<file path="config.mk">
export PLATFORM = sky130hd
export DESIGN_NAME = aes_shift_rows_pipe_flat
export DESIGN_NICKNAME = d
export VERILOG_FILES = /design/src/rtl/aes_pkg.sv /design/src/rtl/aes_shift_rows_pipe_if.sv /design/src/rtl/aes_shift_rows_pipe_comb.sv /design/src/rtl/aes_shift_rows_pipe.sv /design/src/flat_wrapper.sv
export SDC_FILE = /design/constraint.sdc
export NUM_CORES = 1
export LEC_CHECK = 0
export ABC_CLOCK_PERIOD_IN_PS = 9120
export BUFFER_PORTS_ARGS = -buffer_cell sky130_fd_sc_hd__buf_4
export CORE_MARGIN = 5
export CORE_UTILIZATION = 45
export DETAILED_ROUTE_END_ITERATION = 10
export GPL_ROUTABILITY_DRIVEN = 0
export GPL_TIMING_DRIVEN = 0
export PLACE_DENSITY = 0.78
export SYNTH_ARGS = -nofsm -noshare
export SYNTH_HDL_FRONTEND = slang
export SYNTH_SLANG_ARGS = --single-unit
export TNS_END_PERCENT = 100
</file>
<file path="constraint.sdc">
create_clock -name clk -period 9.12 [get_ports clk]
set_input_delay 0.912 -clock clk [delete_from_list [all_inputs] [get_ports clk]]
set_output_delay 0.912 -clock clk [all_outputs]
set_load 0.01 [all_outputs]
</file>
<file path="src/rtl/aes_pkg.sv">
// Shared Rijndael helpers for the ShiftRows round stage.
// Byte k sits at state[W-1-8k -: 8], row k%4, column k/4.
package aes_pkg;

  localparam int NB_LEGAL_A = 4;
  localparam int NB_LEGAL_B = 6;
  localparam int NB_LEGAL_C = 8;
  localparam int STAGES_MIN = 1;
  localparam int STAGES_MAX = 4;

  function automatic bit nb_legal(int nb);
    return nb == NB_LEGAL_A ||
           nb == NB_LEGAL_B ||
           nb == NB_LEGAL_C;
  endfunction

  function automatic bit stages_legal(int s);
    return s >= STAGES_MIN && s <= STAGES_MAX;
  endfunction

  // 256-bit blocks spread rows 2 and 3 one column further.
  function automatic int row_off(int r, int nb);
    if (nb == 8 && r >= 2) return r + 1;
    return r;
  endfunction

  function automatic int byte_msb(int r, int c, int nb);
    return 32 * nb - 1 - 8 * (4 * c + r);
  endfunction

  function automatic int src_col(int r, int c, int nb,
                                 bit dec);
    if (dec) return (c - row_off(r, nb) + nb) % nb;
    return (c + row_off(r, nb)) % nb;
  endfunction

endpackage

</file>
<file path="src/rtl/aes_shift_rows_pipe_if.sv">
// Valid/ready beat bundle for the pipelined ShiftRows stage.
// AES_SHIFT_ROWS_TAG_EN adds a sideband tag in and out.
interface aes_shift_rows_pipe_if #(
  parameter int W = 128
`ifdef AES_SHIFT_ROWS_TAG_EN
  , parameter int TAG_W = 4
`endif
);

  logic         valid_in;
  logic         ready_in;
  logic         decrypt_in;
  logic [W-1:0] state_in;
  logic         valid_out;
  logic         ready_out;
  logic [W-1:0] state_out;
  logic         busy;
`ifdef AES_SHIFT_ROWS_TAG_EN
  logic [TAG_W-1:0] tag_in;
  logic [TAG_W-1:0] tag_out;
`endif

  modport master (
    output valid_in, decrypt_in, state_in,
    output ready_out,
`ifdef AES_SHIFT_ROWS_TAG_EN
    output tag_in,
    input  tag_out,
`endif
    input  ready_in, valid_out, state_out, busy
  );

  modport slave (
    input  valid_in, decrypt_in, state_in,
    input  ready_out,
`ifdef AES_SHIFT_ROWS_TAG_EN
    input  tag_in,
    output tag_out,
`endif
    output ready_in, valid_out, state_out, busy
  );

endinterface

</file>
<file path="src/rtl/aes_shift_rows_pipe_comb.sv">
// Combinational ShiftRows / InvShiftRows byte permutation.
// Pure wiring; the decrypt select picks between two fixed maps.
module aes_shift_rows_comb
  import aes_pkg::*;
#(
  parameter int NB = 4
) (
  input  logic              decrypt,
  input  logic [32*NB-1:0]  state_in,
  output logic [32*NB-1:0]  state_out
);

  for (genvar r = 0; r < 4; r++) begin : g_row
    for (genvar c = 0; c < NB; c++) begin : g_col
      localparam int DST = byte_msb(r, c, NB);
      localparam int ENC =
        byte_msb(r, src_col(r, c, NB, 1'b0), NB);
      localparam int DEC =
        byte_msb(r, src_col(r, c, NB, 1'b1), NB);
      assign state_out[DST -: 8] = decrypt
        ? state_in[DEC -: 8]
        : state_in[ENC -: 8];
    end
  end

endmodule

</file>
<file path="src/rtl/aes_shift_rows_pipe.sv">
// Pipelined ShiftRows / InvShiftRows with STAGES elastic registers.
// Optional tag sideband: define AES_SHIFT_ROWS_TAG_EN.
module aes_shift_rows_pipe
  import aes_pkg::*;
#(
  parameter int NB     = 4,
  parameter int STAGES = 1,
  parameter int TAG_W  = 4
) (
  input  logic                   clk,
  input  logic                   reset,
  aes_shift_rows_pipe_if.slave   bus
);

  localparam int W = 32 * NB;

  if (!nb_legal(NB)) begin : g_bad_nb
    $error("aes_shift_rows_pipe: NB must be 4, 6 or 8");
  end
  if (!stages_legal(STAGES)) begin : g_bad_stages
    $error("aes_shift_rows_pipe: STAGES must be 1..4");
  end
  if (TAG_W < 1) begin : g_bad_tag
    $error("aes_shift_rows_pipe: TAG_W must be >= 1");
  end

  logic [W-1:0]        shifted;
  logic [W-1:0]        data_q [STAGES];
  logic [STAGES-1:0]   valid_q;
  logic [STAGES-1:0]   load;

  aes_shift_rows_comb #(.NB(NB)) u_comb (
    .decrypt   (bus.decrypt_in),
    .state_in  (bus.state_in),
    .state_out (shifted)
  );

  // A stage may load iff some stage at or after it is empty,
  // or the consumer is taking the last beat.
  always_comb begin
    logic hole;
    load = '0;
    for (int i = 0; i < STAGES; i++) begin
      hole = bus.ready_out;
      for (int j = i; j < STAGES; j++) begin
        if (!valid_q[j]) hole = 1'b1;
      end
      load[i] = hole;
    end
  end

  always_ff @(posedge clk or posedge reset) begin
    if (reset) begin
      valid_q <= '0;
      for (int i = 0; i < STAGES; i++) begin
        data_q[i] <= '0;
      end
    end else begin
      if (load[0]) begin
        valid_q[0] <= bus.valid_in;
        if (bus.valid_in) data_q[0] <= shifted;
      end
      for (int i = 1; i < STAGES; i++) begin
        if (load[i]) begin
          valid_q[i] <= valid_q[i-1];
          if (valid_q[i-1]) data_q[i] <= data_q[i-1];
        end
      end
    end
  end

`ifdef AES_SHIFT_ROWS_TAG_EN
  logic [TAG_W-1:0] tag_q [STAGES];

  always_ff @(posedge clk or posedge reset) begin
    if (reset) begin
      for (int i = 0; i < STAGES; i++) begin
        tag_q[i] <= '0;
      end
    end else begin
      if (load[0] && bus.valid_in) tag_q[0] <= bus.tag_in;
      for (int i = 1; i < STAGES; i++) begin
        if (load[i] && valid_q[i-1]) tag_q[i] <= tag_q[i-1];
      end
    end
  end

  assign bus.tag_out = tag_q[STAGES-1];
`endif

  assign bus.ready_in  = load[0];
  assign bus.valid_out = valid_q[STAGES-1];
  assign bus.state_out = data_q[STAGES-1];
  assign bus.busy      = |valid_q;

endmodule

</file>
<file path="src/flat_wrapper.sv">
// flat-port wrapper written by rule: the top's interface ports become plain ports
module aes_shift_rows_pipe_flat import aes_pkg::*;
#(
  parameter int NB     = 4,
  parameter int STAGES = 1,
  parameter int TAG_W  = 4
)
  (clk, reset, bus_valid_in, bus_decrypt_in, bus_state_in, bus_ready_out, bus_ready_in, bus_valid_out, bus_state_out, bus_busy);
  aes_shift_rows_pipe_if #(.W(128)) bus_i ();
  input  logic clk;
  input  logic reset;
  input wire logic [$bits(bus_i.valid_in)-1:0] bus_valid_in;
  input wire logic [$bits(bus_i.decrypt_in)-1:0] bus_decrypt_in;
  input wire logic [$bits(bus_i.state_in)-1:0] bus_state_in;
  input wire logic [$bits(bus_i.ready_out)-1:0] bus_ready_out;
  output wire logic [$bits(bus_i.ready_in)-1:0] bus_ready_in;
  output wire logic [$bits(bus_i.valid_out)-1:0] bus_valid_out;
  output wire logic [$bits(bus_i.state_out)-1:0] bus_state_out;
  output wire logic [$bits(bus_i.busy)-1:0] bus_busy;
  assign bus_i.valid_in = bus_valid_in;
  assign bus_i.decrypt_in = bus_decrypt_in;
  assign bus_i.state_in = bus_state_in;
  assign bus_i.ready_out = bus_ready_out;
  assign bus_ready_in = bus_i.ready_in;
  assign bus_valid_out = bus_i.valid_out;
  assign bus_state_out = bus_i.state_out;
  assign bus_busy = bus_i.busy;
  aes_shift_rows_pipe #(.NB(NB), .STAGES(STAGES), .TAG_W(TAG_W)) u_core (.clk(clk), .reset(reset), .bus(bus_i));
endmodule
</file>
==> key figures <==
CTS
  – Clk root buf: clkbuf_16
  – Worst-Skew Late Latency: 420 ps
  – Clock sinks: 129
  – Clock buffer depth: 2
  – CTS clk-pin slew, worst paths: 50 ps
  – Max H-tree Level: 4
  – Setup Buffers After CTS: 0
  – CTS buffer count: 17
  – CTS hold repair buffers: 0
  – CTS tree: built
  – CTS resizes: 0

GRT
  – Global-route wire length before repair: 27,500 um
  – GRT Total Usage: 24.3%
  – Largest net degree at the start of global routing: 74
  – Initial antenna violation count: 0
  – Total grt overflow: 0
  – Vias in the first global route: 5,094

Logic synthesis
  – Async set-reset flop share out of synthesis: 100%
  – Net Count, Synth: 565
  – Post-synth EDFFs: 0
  – Synth cell types: 12
  – Register area share after synthesis: 58.0%
  – Top-area cell type share of the netlist area: 58.0%
  – Register bit total from synthesis: 129
  – Syn avg cell area: 12.9 um2
  – Count leader, synth: dfrtp_1
  – Main synth FF type: dfrtp_1
  – Commonest cells post-synth: 129 x dfrtp_1, 64 x a21oi_1, 64 x a31oi_1, 64 x mux2i_1, 60 x mux2_2
  – Synth warn: 0
  – Synth Cell Area: 5560 um2
  – Post-synth top area cell: dfrtp_1
  – Ranking of synthesized cells by area: dfrtp_1 58%, mux2_2 12%, mux2i_1 12%
  – Post-Syn Instances: 432

Routing
  – DR vias/cell: 5.29
  – Drt wl/cell: 19.9 um
  – DRC viols: 0
  – Vias after detailed routing: 4,729
  – DR iter-0 viols: 206
  – ANT nets after route: 0
  – DRT Pass-1 Iters: 4
  – Final WL: 17,800 um

Placement
  – Post-place setup slack: 6310 ps
  – I/O Buffers: 262
  – Detailed placement HPWL: 13,800 um

Worst setup path
  – Critical path peak fanout: 10
  – Critical Path End Type: output port
  – R2r setup slk: 7640 ps
  – Critical Path AT: 1880 ps
  – Startpoint Class: input port
  – Worst r2r dst: u_core.bus.state_out[6]
  – Worst reg2reg path depth: 6
  – Reg2Reg Launch Point: u_core.bus.busy
  – Critical path type: in2out
  – Critical path required time: 8210 ps

Worst hold path
  – Hold path endpoint: u_core.bus.state_out[75]
  – Hold Path Cell Cnt: 1
  – Hold WC Path Type: reg2reg
  – Hold_sp: u_core.bus.state_out[75]

STA
  – Tmin final: 2790 ps
  – Fmax: 358 MHz
  – Setup Total Neg Slack: 0 ps
  – Period utilization: 30.6%
  – Clock skew: 8.23 ps
  – Max Transition Viols Final: 0
  – Final setup viols: 0
  – Final worst setup slack: 6330 ps
  – Slew HR: 65.8%
  – Slew @ Worst Pin: 513 ps
  – RSZ-0062 raised after global routing: no
  – Final-report hold violation count: 0

Floorplanning
  – Die W: 121 um
  – Initial core utilization: 46.1%
  – Die area: 14,700 um2
  – Row cnt: 40
  – Die H: 121 um
  – Floorplan core area: 12,100 um2
  – Ports: 264

Job
  – Max Cap Viol: 0

Power
  – Worst VDD drop: 0.119 mV
  – Power Dens Cells: 216 nW/um2
  – Leakage power: 4.02 nW

Finish
  – Area delta synth->final: 50.9%
  – Layout cell share with drive strength beyond 1: 53.4%
  – Layout net count: 847
  – N_diodes: 0

Status
  – Status: complete, no violations
## worst max-delay path by stage
stage                  startpoint                 endpoint  depth (start not counted)
finish              bus_ready_out             bus_ready_in                          6
global placement            reset  u_core.bus.state_out[6]                          2
floorplan                   reset          u_core.bus.busy                          1
CTS                 bus_ready_out             bus_ready_in                          6
detailed placement  bus_ready_out             bus_ready_in                          6
global route        bus_ready_out             bus_ready_in                          6
## flip-flops by register name (all words and copies together) (netlist names)
| signal | cells |
|---|---|
| u_core.bus.state_out | 128 |
| u_core.bus.busy | 1 |
## routing by layer
layer / wire [um] / track usage, %
met2: 8930 / 41.8
met4: 422 / 9.45
met5: 0 / 0
met3: 1960 / 10.7
met1: 6500 / 26.4
## stage by stage
step	std cells	hold slack (ps)	util, %	power (W)	area, um2
after floorplan	432	534	-	0.000886	5560
after global placement	862	476	64.2	0.00111	7740
after detailed placement	863	493	64.5	0.00113	7770
after CTS	894	506	69.6	0.00183	8400
after global routing	894	515	69.6	0.00189	8400
final	894	505	69.6	0.00181	8400
## layout by cell type, fill, tap and decap left out, types with 4 or more instances in the layout
cell       synthesis  routed
clkbuf_8           0       9
mux2_1             4       4
mux2_2            60      60
clkbuf_1           9      11
buf_2             25      25
a21oi_1           64      64
a31oi_1           64      64
clkbuf_16          0      17
mux2i_1           64      64
buf_4              9     271
dfrtp_1          129     129
## cell type report
type / count / area [um2]
Timing Repair Buffer: 263 / 1990
Inverter: 1 / 8.76
Clock inverter: 3 / 65.1
Buffer: 43 / 226
Clock buffer: 28 / 557
Sequential cell: 129 / 3230
Tap cell: 168 / 210
Fill cell: 884 / 3670
Multi-Input combinational cell: 259 / 2110
## power by group
group,internal [W],switching (W)
sequential,0.000657,0.0000505
clock,0.000466,0.000233
combinational,0.000218,0.000187
## kinds of logic after synthesis
kind of cell | count (synthesis) | synth area share (%)
DFF | 129 | 58.0
AOI/OAI and AO/OA | 128 | 13.0
muxes | 128 | 24.5
buffers and inverters | 44 | 4.14
and+or+nand+nor | 3 | 0.427
## critical path, cell delays in order
cell and delay (ps):
buf_4 70, nand2b_1 80, buf_2 190, buf_2 210, buf_2 250, buf_4 160
Note: power is estimated with default switching activity, not from simulation.
